### src/rtl/matrix_led_rx.sv
`timescale 1ns/1ps
// matrix_led_rx: oversampled MAX7219-style CLK/DIN/CS receiver that decodes 16-bit frames into a display register file.
// Latency: frame_valid/frame_err fire SYNC_STAGES+2 clk after raw CS rises. Backpressure: none, every frame is accepted or rejected.
module matrix_led_rx #(
   parameter int SYNC_STAGES = 2,
   parameter int FRAME_BITS  = 16
) (
   input  logic        clk,
   input  logic        reset_n,
   input  logic        matrix_CLK,
   input  logic        matrix_DIN,
   input  logic        matrix_CS,
   output logic [63:0] rows,
   output logic [7:0]  decode_mode,
   output logic [3:0]  intensity,
   output logic [2:0]  scan_limit,
   output logic        shutdown_n,
   output logic        display_test,
   output logic        frame_valid,
   output logic [3:0]  frame_addr,
   output logic [7:0]  frame_data,
   output logic        frame_err
);

   typedef enum logic [1:0] {WAIT_HI, IDLE, SHIFT, LATCH} state_t;

   state_t                 r_state;
   state_t                 w_state_nxt;
   logic [SYNC_STAGES-1:0] r_clk_sync;
   logic [SYNC_STAGES-1:0] r_din_sync;
   logic [SYNC_STAGES-1:0] r_cs_sync;
   logic                   r_clk_d;
   logic                   r_cs_d;
   logic [11:0]            r_sr;
   logic [4:0]             r_count;
   logic                   w_clk_s;
   logic                   w_din_s;
   logic                   w_cs_s;
   logic                   w_clk_rise;
   logic                   w_cs_rise;
   logic                   w_cs_fall;
   logic                   w_latch;
   logic                   w_accept;

   always_ff @(posedge clk) begin
      if (!reset_n) begin
         r_clk_sync <= '0;
         r_din_sync <= '0;
         r_cs_sync  <= '0;
         r_clk_d    <= 1'b0;
         r_cs_d     <= 1'b0;
      end else begin
         r_clk_sync <= {r_clk_sync[SYNC_STAGES-2:0], matrix_CLK};
         r_din_sync <= {r_din_sync[SYNC_STAGES-2:0], matrix_DIN};
         r_cs_sync  <= {r_cs_sync[SYNC_STAGES-2:0], matrix_CS};
         r_clk_d    <= w_clk_s;
         r_cs_d     <= w_cs_s;
      end
   end

   assign w_clk_s    = r_clk_sync[SYNC_STAGES-1];
   assign w_din_s    = r_din_sync[SYNC_STAGES-1];
   assign w_cs_s     = r_cs_sync[SYNC_STAGES-1];
   assign w_clk_rise = w_clk_s & ~r_clk_d;
   assign w_cs_rise  = w_cs_s & ~r_cs_d;
   assign w_cs_fall  = ~w_cs_s & r_cs_d;

   always_ff @(posedge clk) begin
      if (!reset_n) begin
         r_state <= WAIT_HI;
      end else begin
         r_state <= w_state_nxt;
      end
   end

   // WAIT_HI guards against picking up the tail of a frame already in flight at reset release
   always_comb begin
      w_state_nxt = r_state;
      case (r_state)
         WAIT_HI: if (w_cs_s)    w_state_nxt = IDLE;
         IDLE:    if (w_cs_fall) w_state_nxt = SHIFT;
         SHIFT:   if (w_cs_rise) w_state_nxt = LATCH;
         LATCH:                  w_state_nxt = IDLE;
         default:                w_state_nxt = WAIT_HI;
      endcase
   end

   assign w_latch  = (r_state == LATCH);
   assign w_accept = w_latch && (r_count == 5'(FRAME_BITS));

   // The top nibble of a frame is don't-care, so only the low 12 bits are kept
   always_ff @(posedge clk) begin
      if (!reset_n) begin
         r_sr         <= '0;
         r_count      <= '0;
         rows         <= '0;
         decode_mode  <= '0;
         intensity    <= '0;
         scan_limit   <= '0;
         shutdown_n   <= 1'b0;
         display_test <= 1'b0;
         frame_valid  <= 1'b0;
         frame_addr   <= '0;
         frame_data   <= '0;
         frame_err    <= 1'b0;
      end else begin
         frame_valid <= 1'b0;
         frame_err   <= 1'b0;
         if (r_state == IDLE && w_cs_fall) begin
            r_sr    <= '0;
            r_count <= '0;
         end else if (r_state == SHIFT && !w_cs_rise && w_clk_rise) begin
            r_sr <= {r_sr[10:0], w_din_s};
            if (r_count != 5'd31) begin
               r_count <= r_count + 5'd1;
            end
         end
         if (w_latch && !w_accept) begin
            frame_err <= 1'b1;
         end
         if (w_accept) begin
            frame_valid <= 1'b1;
            frame_addr  <= r_sr[11:8];
            frame_data  <= r_sr[7:0];
            for (int r = 0; r < 8; r++) begin
               if (r_sr[11:8] == 4'(r + 1)) begin
                  rows[8*r +: 8] <= r_sr[7:0];
               end
            end
            case (r_sr[11:8])
               4'h9:    decode_mode  <= r_sr[7:0];
               4'hA:    intensity    <= r_sr[3:0];
               4'hB:    scan_limit   <= r_sr[2:0];
               4'hC:    shutdown_n   <= r_sr[0];
               4'hF:    display_test <= r_sr[0];
               default: ;
            endcase
         end
      end
   end

endmodule

### config.mk
export PLATFORM = sky130hd
export DESIGN_NAME = matrix_led_rx
export DESIGN_NICKNAME = d
export VERILOG_FILES = /design/src/rtl/matrix_led_rx.sv
export SDC_FILE = /design/constraint.sdc
export NUM_CORES = 1
export LEC_CHECK = 0
export ABC_AREA = 1
export BUFFER_PORTS_ARGS = -buffer_cell sky130_fd_sc_hd__buf_2
export CORE_ASPECT_RATIO = 1.1
export CORE_UTILIZATION = 45
export CTS_BUF_LIST = sky130_fd_sc_hd__clkbuf_2 sky130_fd_sc_hd__clkbuf_4 sky130_fd_sc_hd__clkbuf_8
export CTS_CLUSTER_DIAMETER = 200
export DETAILED_ROUTE_END_ITERATION = 8
export MAX_ROUTING_LAYER = met4
export PLACE_DENSITY = 0.68
export SLEW_MARGIN = 10
export SYNTH_ARGS = -nofsm -noshare
export SYNTH_HDL_FRONTEND = slang
export SYNTH_SLANG_ARGS = --single-unit
### constraint.sdc
create_clock -name clk -period 2 [get_ports clk]
set_clock_uncertainty 0.05 [all_clocks]
set_input_delay 0.1 -clock clk [delete_from_list [all_inputs] [get_ports clk]]
set_output_delay 0.1 -clock clk [all_outputs]
set_load 0.05 [all_outputs]
==> results of run 1 <==
critical path: cells and delay by family, from the launching register on:
kind                       cells  cell delay [ps]
DFF                            1              350
adders and majority gates      1              140
buffers and inverters          3              380
and+or+nand+nor                4              540
AOI/OAI and AO/OA              1              120
worst max-delay path by stage:
| stage | startpoint | slack, ps | to | cells after the start |
|---|---|---|---|---|
| after floorplan | r_count[0]$_SDFFE_PP0P_ | 480 | frame_addr[1]$_SDFFE_PN0P_ | 9 |
| after global placement | r_count[0]$_SDFFE_PP0P_ | 440 | rows[22]$_SDFFE_PN0P_ | 9 |
| after detailed placement | r_count[0]$_SDFFE_PP0P_ | 380 | rows[19]$_SDFFE_PN0P_ | 9 |
| after CTS | r_count[0]$_SDFFE_PP0P_ | 350 | rows[38]$_SDFFE_PN0P_ | 9 |
| after global routing | r_count[0]$_SDFFE_PP0P_ | 160 | rows[20]$_SDFFE_PN0P_ | 9 |
| final | r_count[0]$_SDFFE_PP0P_ | 340 | rows[17]$_SDFFE_PN0P_ | 9 |
metrics by stage:
| stage | cell area (um^2) | power, W |
|---|---|---|
| floorplan | 4720 | 0.002784 |
| global placement | 5323 | 0.002850 |
| detailed placement | 5323 | 0.002868 |
| CTS | 5812 | 0.005337 |
| global route | 5812 | 0.005488 |
| finish | 5812 | 0.005312 |
where the power goes:
group | total (W) | internal (W) | leakage (nW) | switching (W)
Sequential | 0.00253 | 0.00247 | 0.984 | 0.0000659
Clock | 0.00249 | 0.00156 | 0.238 | 0.000930
Combinational | 0.000286 | 0.0000922 | 1.29 | 0.000193
Total | 0.00531 | 0.00412 | 2.52 | 0.00119
cell type report:
type / instances / area, um^2 / share of cell area, %
clock buffers: 24 / 324.1 / 5.576
well taps: 140 / 175.2 / 3.014
flip-flops and latches: 122 / 2442 / 42.02
repair buffers: 111 / 630.6 / 10.85
inverters: 39 / 146.4 / 2.519
clock inverters: 7 / 135.1 / 2.325
multi-input cells: 400 / 1958 / 33.69
cells in the mapped netlist, drive strengths merged:
cell type,instances,area share [%]
dfxtp,122,52
o21ai,95,10
clkinv,1,0.079
nor2,68,6.2
ha,8,2.1
nand3,48,5.4
inv,38,3.0
buf,20,2.3
xor2,1,0.19
nand4,2,0.27
a21oi,69,7.3
nand2,68,5.6
clkbuf,17,1.4
nor3,41,4.3
routing by layer:
layer | vias to the layer above | GRT usage, % | wire [um]
li1 | 2192 | - | -
met1 | 1960 | 30.12 | 5625
met2 | 188 | 35.37 | 5277
met3 | 25 | 5.340 | 895
met4 | 0 | 10.50 | 233
met5 | - | - | 0
logic make-up (layout without fill, tap and decap cells):
group | Yosys count | after routing
AOI/OAI and AO/OA | 164 | 164
xor gates and xnor gates | 1 | 1
adders and majority gates | 8 | 8
buffers and inverters | 76 | 181
DFF | 122 | 122
and+or+nand+nor | 227 | 227
flip-flops by register name, summed over array words and instances (netlist names), 2 cells and up:
name,count
frame_data,8
rows,64
scan_limit,3
r_din_sync,2
frame_addr,4
r_sr,12
r_count,5
intensity,4
r_clk_sync,2
r_cs_sync,2
decode_mode,8
r_state,2
==> results.json, run 1 <==
{
  "final_util_pct": 57.93,
  "grt_pass1_wl_mm": 19.31,
  "critical_path.cell_chain": "inv_1, ha_1, nand2_1, inv_1, nand3_4, buf_12, nor2_2, o21ai_0, nor2_1",
  "worst_r2r_path_depth": 9,
  "detailedRoute.firstPassIterationCount": 5,
  "layout.cells.non_filler": 843,
  "timing.hold.worst.start": "reset_n",
  "largest_net_degree_at_the_start_of_global_routing": 57,
  "worst-r2r-setup-slack_ps": 340,
  "ctsResizeCount": 0,
  "globalRoute.totalOverflow": 0,
  "mostFrequentLayoutCell": "dfxtp_1",
  "io-pin-count": 100,
  "post_layout_worst_setup_margin_ps": 344.5,
  "min-delay-path-class": "primary input to flop",
  "r2r_start": "r_count[0]$_SDFFE_PP0P_",
  "netlist-cell-type-count": 22,
  "final-hold-violation-count": 0,
  "number_of_global_route_vias_before_repair": 3994,
  "wl_per_cell_um": 14.27,
  "die_area_um2": 10900,
  "rr_endpoint": "rows[17]$_SDFFE_PN0P_",
  "dominant_combinational_cell_family_by_area_after_synthesis": "simple AND/OR/NAND/NOR gates",
  "critical-path-max-stage-delay_ps": 350,
  "postSynthRegisterBits": 122,
  "cts-buffers-inserted": 17,
  "post_synth_xor_area_fraction_pct": 0.1856,
  "synth-simple-area-share_pct": 21.79,
  "ys_seq_area_share_pct": 51.75,
  "timing.critical_path.mode_cell": "inv_1",
  "mappedNetlistNets": 611,
  "power_leakage_nw": 2.515,
  "yosysWarningCount": 0,
  "layout.cells.most_common_list": "dfxtp_1 (122), buf_2 (99), o21ai_0 (93)",
  "measured_slew_at_the_worst_slew_check_pin_ps": 729.3,
  "totalWireLength_mm": 12.03,
  "layout-drive-gt1-share_pct": 22.62,
  "place.detailed.instances": 809,
  "worstSetupEndpointType": "flop",
  "hold_slack_ps": 49.57,
  "mappedNetlistArea_um2": 4720,
  "min_delay_path_depth": 4,
  "track_usage_pct": 23.43,
  "clk_root_buffer_cell": "clkbuf_8",
  "buffers_on_ports": 99,
  "detailedPlacementHpwl_mm": 7.698,
  "synth.mux.area_fraction_pct": 0,
  "crit_path_max_fanout": 32,
  "run_status": "finished clean",
  "cellPowerDensity_nw_per_um2": 914.0,
  "peakVddDrop_uv": 540.8,
  "antenna-diode-count": 0,
  "synth_compound_gate_area_share_pct": 17.39,
  "antenna_found_initial": 0,
  "drt_first_iter_violations": 266,
  "via_count": 4365,
  "die-height_um": 109.4,
  "area_growth_pct": 23.14,
  "kind_of_launch_point_of_the_worst_setup_path": "flop",
  "pre_cts_slack_ps": 380.2,
  "timing.setup.critical_path_class": "flop to flop",
  "synth_cells": 598,
  "post-route-min-period_ps": 1655,
  "rows": 38,
  "max_cap_viol_count": 0,
  "hold_end": "r_count[2]$_SDFFE_PP0P_",
  "replace_congestion": 0.8022,
  "nFillCells": 901,
  "cts_hold_buffers": 3,
  "top_achievable_clock_speed_mhz": 604.1,
  "final_antenna_net_count": 0,
  "critPathRequiredTime_ps": 2310,
  "synth_fa_ha_area_share_pct": 2.121,
  "drc": 0,
  "cts_sink_cnt": 122,
  "clkTransAtPathRegs_ps": 70,
  "core_um2": 10030,
  "overall_die_width_um": 99.65,
  "grt_setup_unrepaired": "no",
  "htreeDepth": 4,
  "cts_buffer_depth": 2,
  "final_setup_violations": 0,
  "final_count_of_pins_violating_max_slew": 0,
  "post_synthesis_mean_instance_area_um2": 7.892,
  "maxSlewHeadroom_pct": 51.32,
  "cts_setup_buffers": 0,
  "fin_nets": 704,
  "start_util_pct": 47.04,
  "tns_ps": 0,
  "crit_path_dat_ps": 1960,
  "cts_tree": "built",
  "clock_insertion_delay_worst_skew_ps": 420,
  "cpMaxStageDelayCell": "dfxtp_1",
  "layout_worst_path_cycle_share_pct": 82.77,
  "drt-vias-per-instance": 5.178
}
Note: power is estimated with default switching activity, not from simulation.
==> inputs of run 2 (changes only) <==
- clock period: 2 -> 1.7 ns (I/O delays scaled with it)
==> run 2 against run 1 <==
  * Final cell count is 1.4% higher
  * Register-to-register slack worse by 230 ps
  * Sequential share of layout area is 1.5 points lower
  * Flip-flop and latch count stayed put
  * Core utilization is 2.2 points higher
  * Power is 19% higher
  * Combinational power is 25% higher
  * Die area stayed put
  * Largest cell class unchanged
  * Largest power group is now clock
==> results.json, run 2 (synthesized netlist as in run 1, its figures left out) <==
{
  "buffers_on_ports": 99,
  "layout-drive-gt1-share_pct": 26.29,
  "intPower_w": 0.004811,
  "clkTransAtPathRegs_ps": 70,
  "combined_area_of_the_multi_input_logic_cells_um2": 2019,
  "critical-path-max-stage-delay_ps": 350,
  "io-pin-count": 100,
  "drt-vias-per-instance": 5.291,
  "antenna-diode-count": 0,
  "worstSetupEndpointType": "flop",
  "netSwitchingPower_w": 0.001515,
  "die_area_um2": 10900,
  "number_of_global_route_vias_before_repair": 4065,
  "totalWireLength_mm": 12.38,
  "regArea_um2": 2445,
  "report.power.total_w": 0.006326,
  "critPathRequiredTime_ps": 2010,
  "final_antenna_net_count": 0,
  "layout.cells.most_common_list": "dfxtp_1 (120), buf_2 (99), o21ai_0 (89)",
  "power_leakage_nw": 2.572,
  "clock_insertion_delay_worst_skew_ps": 430,
  "globalRoute.totalOverflow": 0,
  "cp_num_buf_inv": 4,
  "grt_setup_unrepaired": "yes",
  "crit_path_dat_ps": 1890,
  "p_seq_share_pct": 47.0,
  "post_layout_worst_setup_margin_ps": 118.4,
  "rows": 38,
  "cellPowerDensity_nw_per_um2": 1049,
  "post-route-min-period_ps": 1582,
  "antenna_found_initial": 0,
  "largest_register_ffs": 64,
  "max_cap_viol_count": 0,
  "htreeDepth": 4,
  "cts_buffer_depth": 2,
  "drt_first_iter_violations": 269,
  "final-hold-violation-count": 0,
  "cts-buffers-inserted": 17,
  "max_flop_register": "rows",
  "cpMaxStageDelayCell": "dfxtp_2",
  "wl_per_cell_um": 14.48,
  "kind_of_launch_point_of_the_worst_setup_path": "flop",
  "min-delay-path-class": "primary input to flop",
  "mostFrequentLayoutCell": "dfxtp_1",
  "critical_path.cell_chain": "inv_2, ha_1, nand2_1, inv_2, nand2_1, nor2_4, buf_4, clkbuf_16, nand3_1, a21oi_1",
  "via_count": 4524,
  "crit_path_max_fanout": 15,
  "nFillCells": 911,
  "die-height_um": 109.4,
  "replace_congestion": 0.8300,
  "maxSlewHeadroom_pct": 49.71,
  "top_achievable_clock_speed_mhz": 632.3,
  "combinationalPowerShare_pct": 5.6,
  "drc": 0,
  "largestRegisters": "rows (64), r_sr (12)",
  "timing.setup.critical_path_class": "flop to flop",
  "power_switching_share_pct": 23.94,
  "crit_family": "buffers and inverters",
  "layout.cells.non_filler": 855,
  "measured_slew_at_the_worst_slew_check_pin_ps": 753.3,
  "detailedPlacementHpwl_mm": 8.011,
  "final_setup_violations": 0,
  "clk_root_buffer_cell": "clkbuf_8",
  "fin_nets": 715,
  "final_util_pct": 60.14,
  "place.detailed.instances": 814,
  "start_util_pct": 47.04,
  "pwr-share-clk_pct": 47.4,
  "area_growth_pct": 27.84,
  "run_status": "finished clean",
  "cts_sink_cnt": 122,
  "pre_cts_slack_ps": 51.62,
  "track_usage_pct": 23.94,
  "overall_die_width_um": 99.65,
  "largest_net_degree_at_the_start_of_global_routing": 48,
  "tns_ps": 0,
  "final_count_of_pins_violating_max_slew": 0,
  "cts_tree": "built",
  "peakVddDrop_uv": 436.5,
  "detailedRoute.firstPassIterationCount": 5,
  "grt_pass1_wl_mm": 19.58,
  "layout_worst_path_cycle_share_pct": 93.04,
  "core_um2": 10030
}
## run 2: cell count changes in the layout (fill, tap and decap cells not counted), sizes merged
cell,delta
buf,+8
bufinv,+1
clkbuf,-4
clkinv,+1
clkinvlp,+4
dlygate4sd3,+1
inv,+1
## run 2: power by group through the flow
stage	Sequential, W	Clock [W]	Combinational (W)
after floorplan	0.00301	0	0.000270
after global placement	0.00303	0	0.000327
after detailed placement	0.00304	0	0.000342
after CTS	0.00297	0.00303	0.000350
after global routing	0.00297	0.00315	0.000421
final	0.00297	0.00300	0.000357
## run 2: repair_timing
action,in CTS,in global routing
gates resized for setup,0,27
endpoints found under the setup margin,0,94
buffers inserted,0,3
hold buffers,4,0
hold endpoints to repair,5,0
## run 2: path summary, 6_finish.rpt
path / depth (start not counted) / slack (ps) / endpoint / startpoint
max: 10 / 120 / display_test$_SDFFE_PN0P_ / r_count[0]$_SDFFE_PP0P_
min: 4 / 320 / r_din_sync[0]$_SDFF_PN0_ / matrix_DIN
max reg2reg: 10 / 120 / display_test$_SDFFE_PN0P_ / r_count[0]$_SDFFE_PP0P_
min reg2reg: 2 / 360 / r_cs_sync[1]$_SDFF_PN0_ / r_cs_sync[0]$_SDFF_PN0_
## run 2: area by class of cell
class	instances	area share [%]
clock buffers	18	4.106
clock inverters	14	3.650
inverters	39	2.426
multi-input cells	400	33.47
flip-flops and latches	122	40.52
well taps	140	2.903
repair buffers	122	12.92
## run 2: metal layers
layer  GRT usage, %  up-vias  wire [um]
li1               -     2223          -
met3          5.467       17        759
met1          30.07     2113       5574
met5              -        -          0
met4          8.929        0        187
met2          37.85      171       5862
## run 2: tightest hold or removal path: stages
cell	delay (ps)
dlygate4sd3_1	510
buf_2	90
nand2_1	40
inv_1	40
## run 2: through the flow
stage	instance area [um^2]	hold WS, ps
floorplan	4720	132.6
global placement	5385	217.0
detailed placement	5385	226.4
global route	6033	339.2
finish	6033	323.5
CTS	5893	298.7
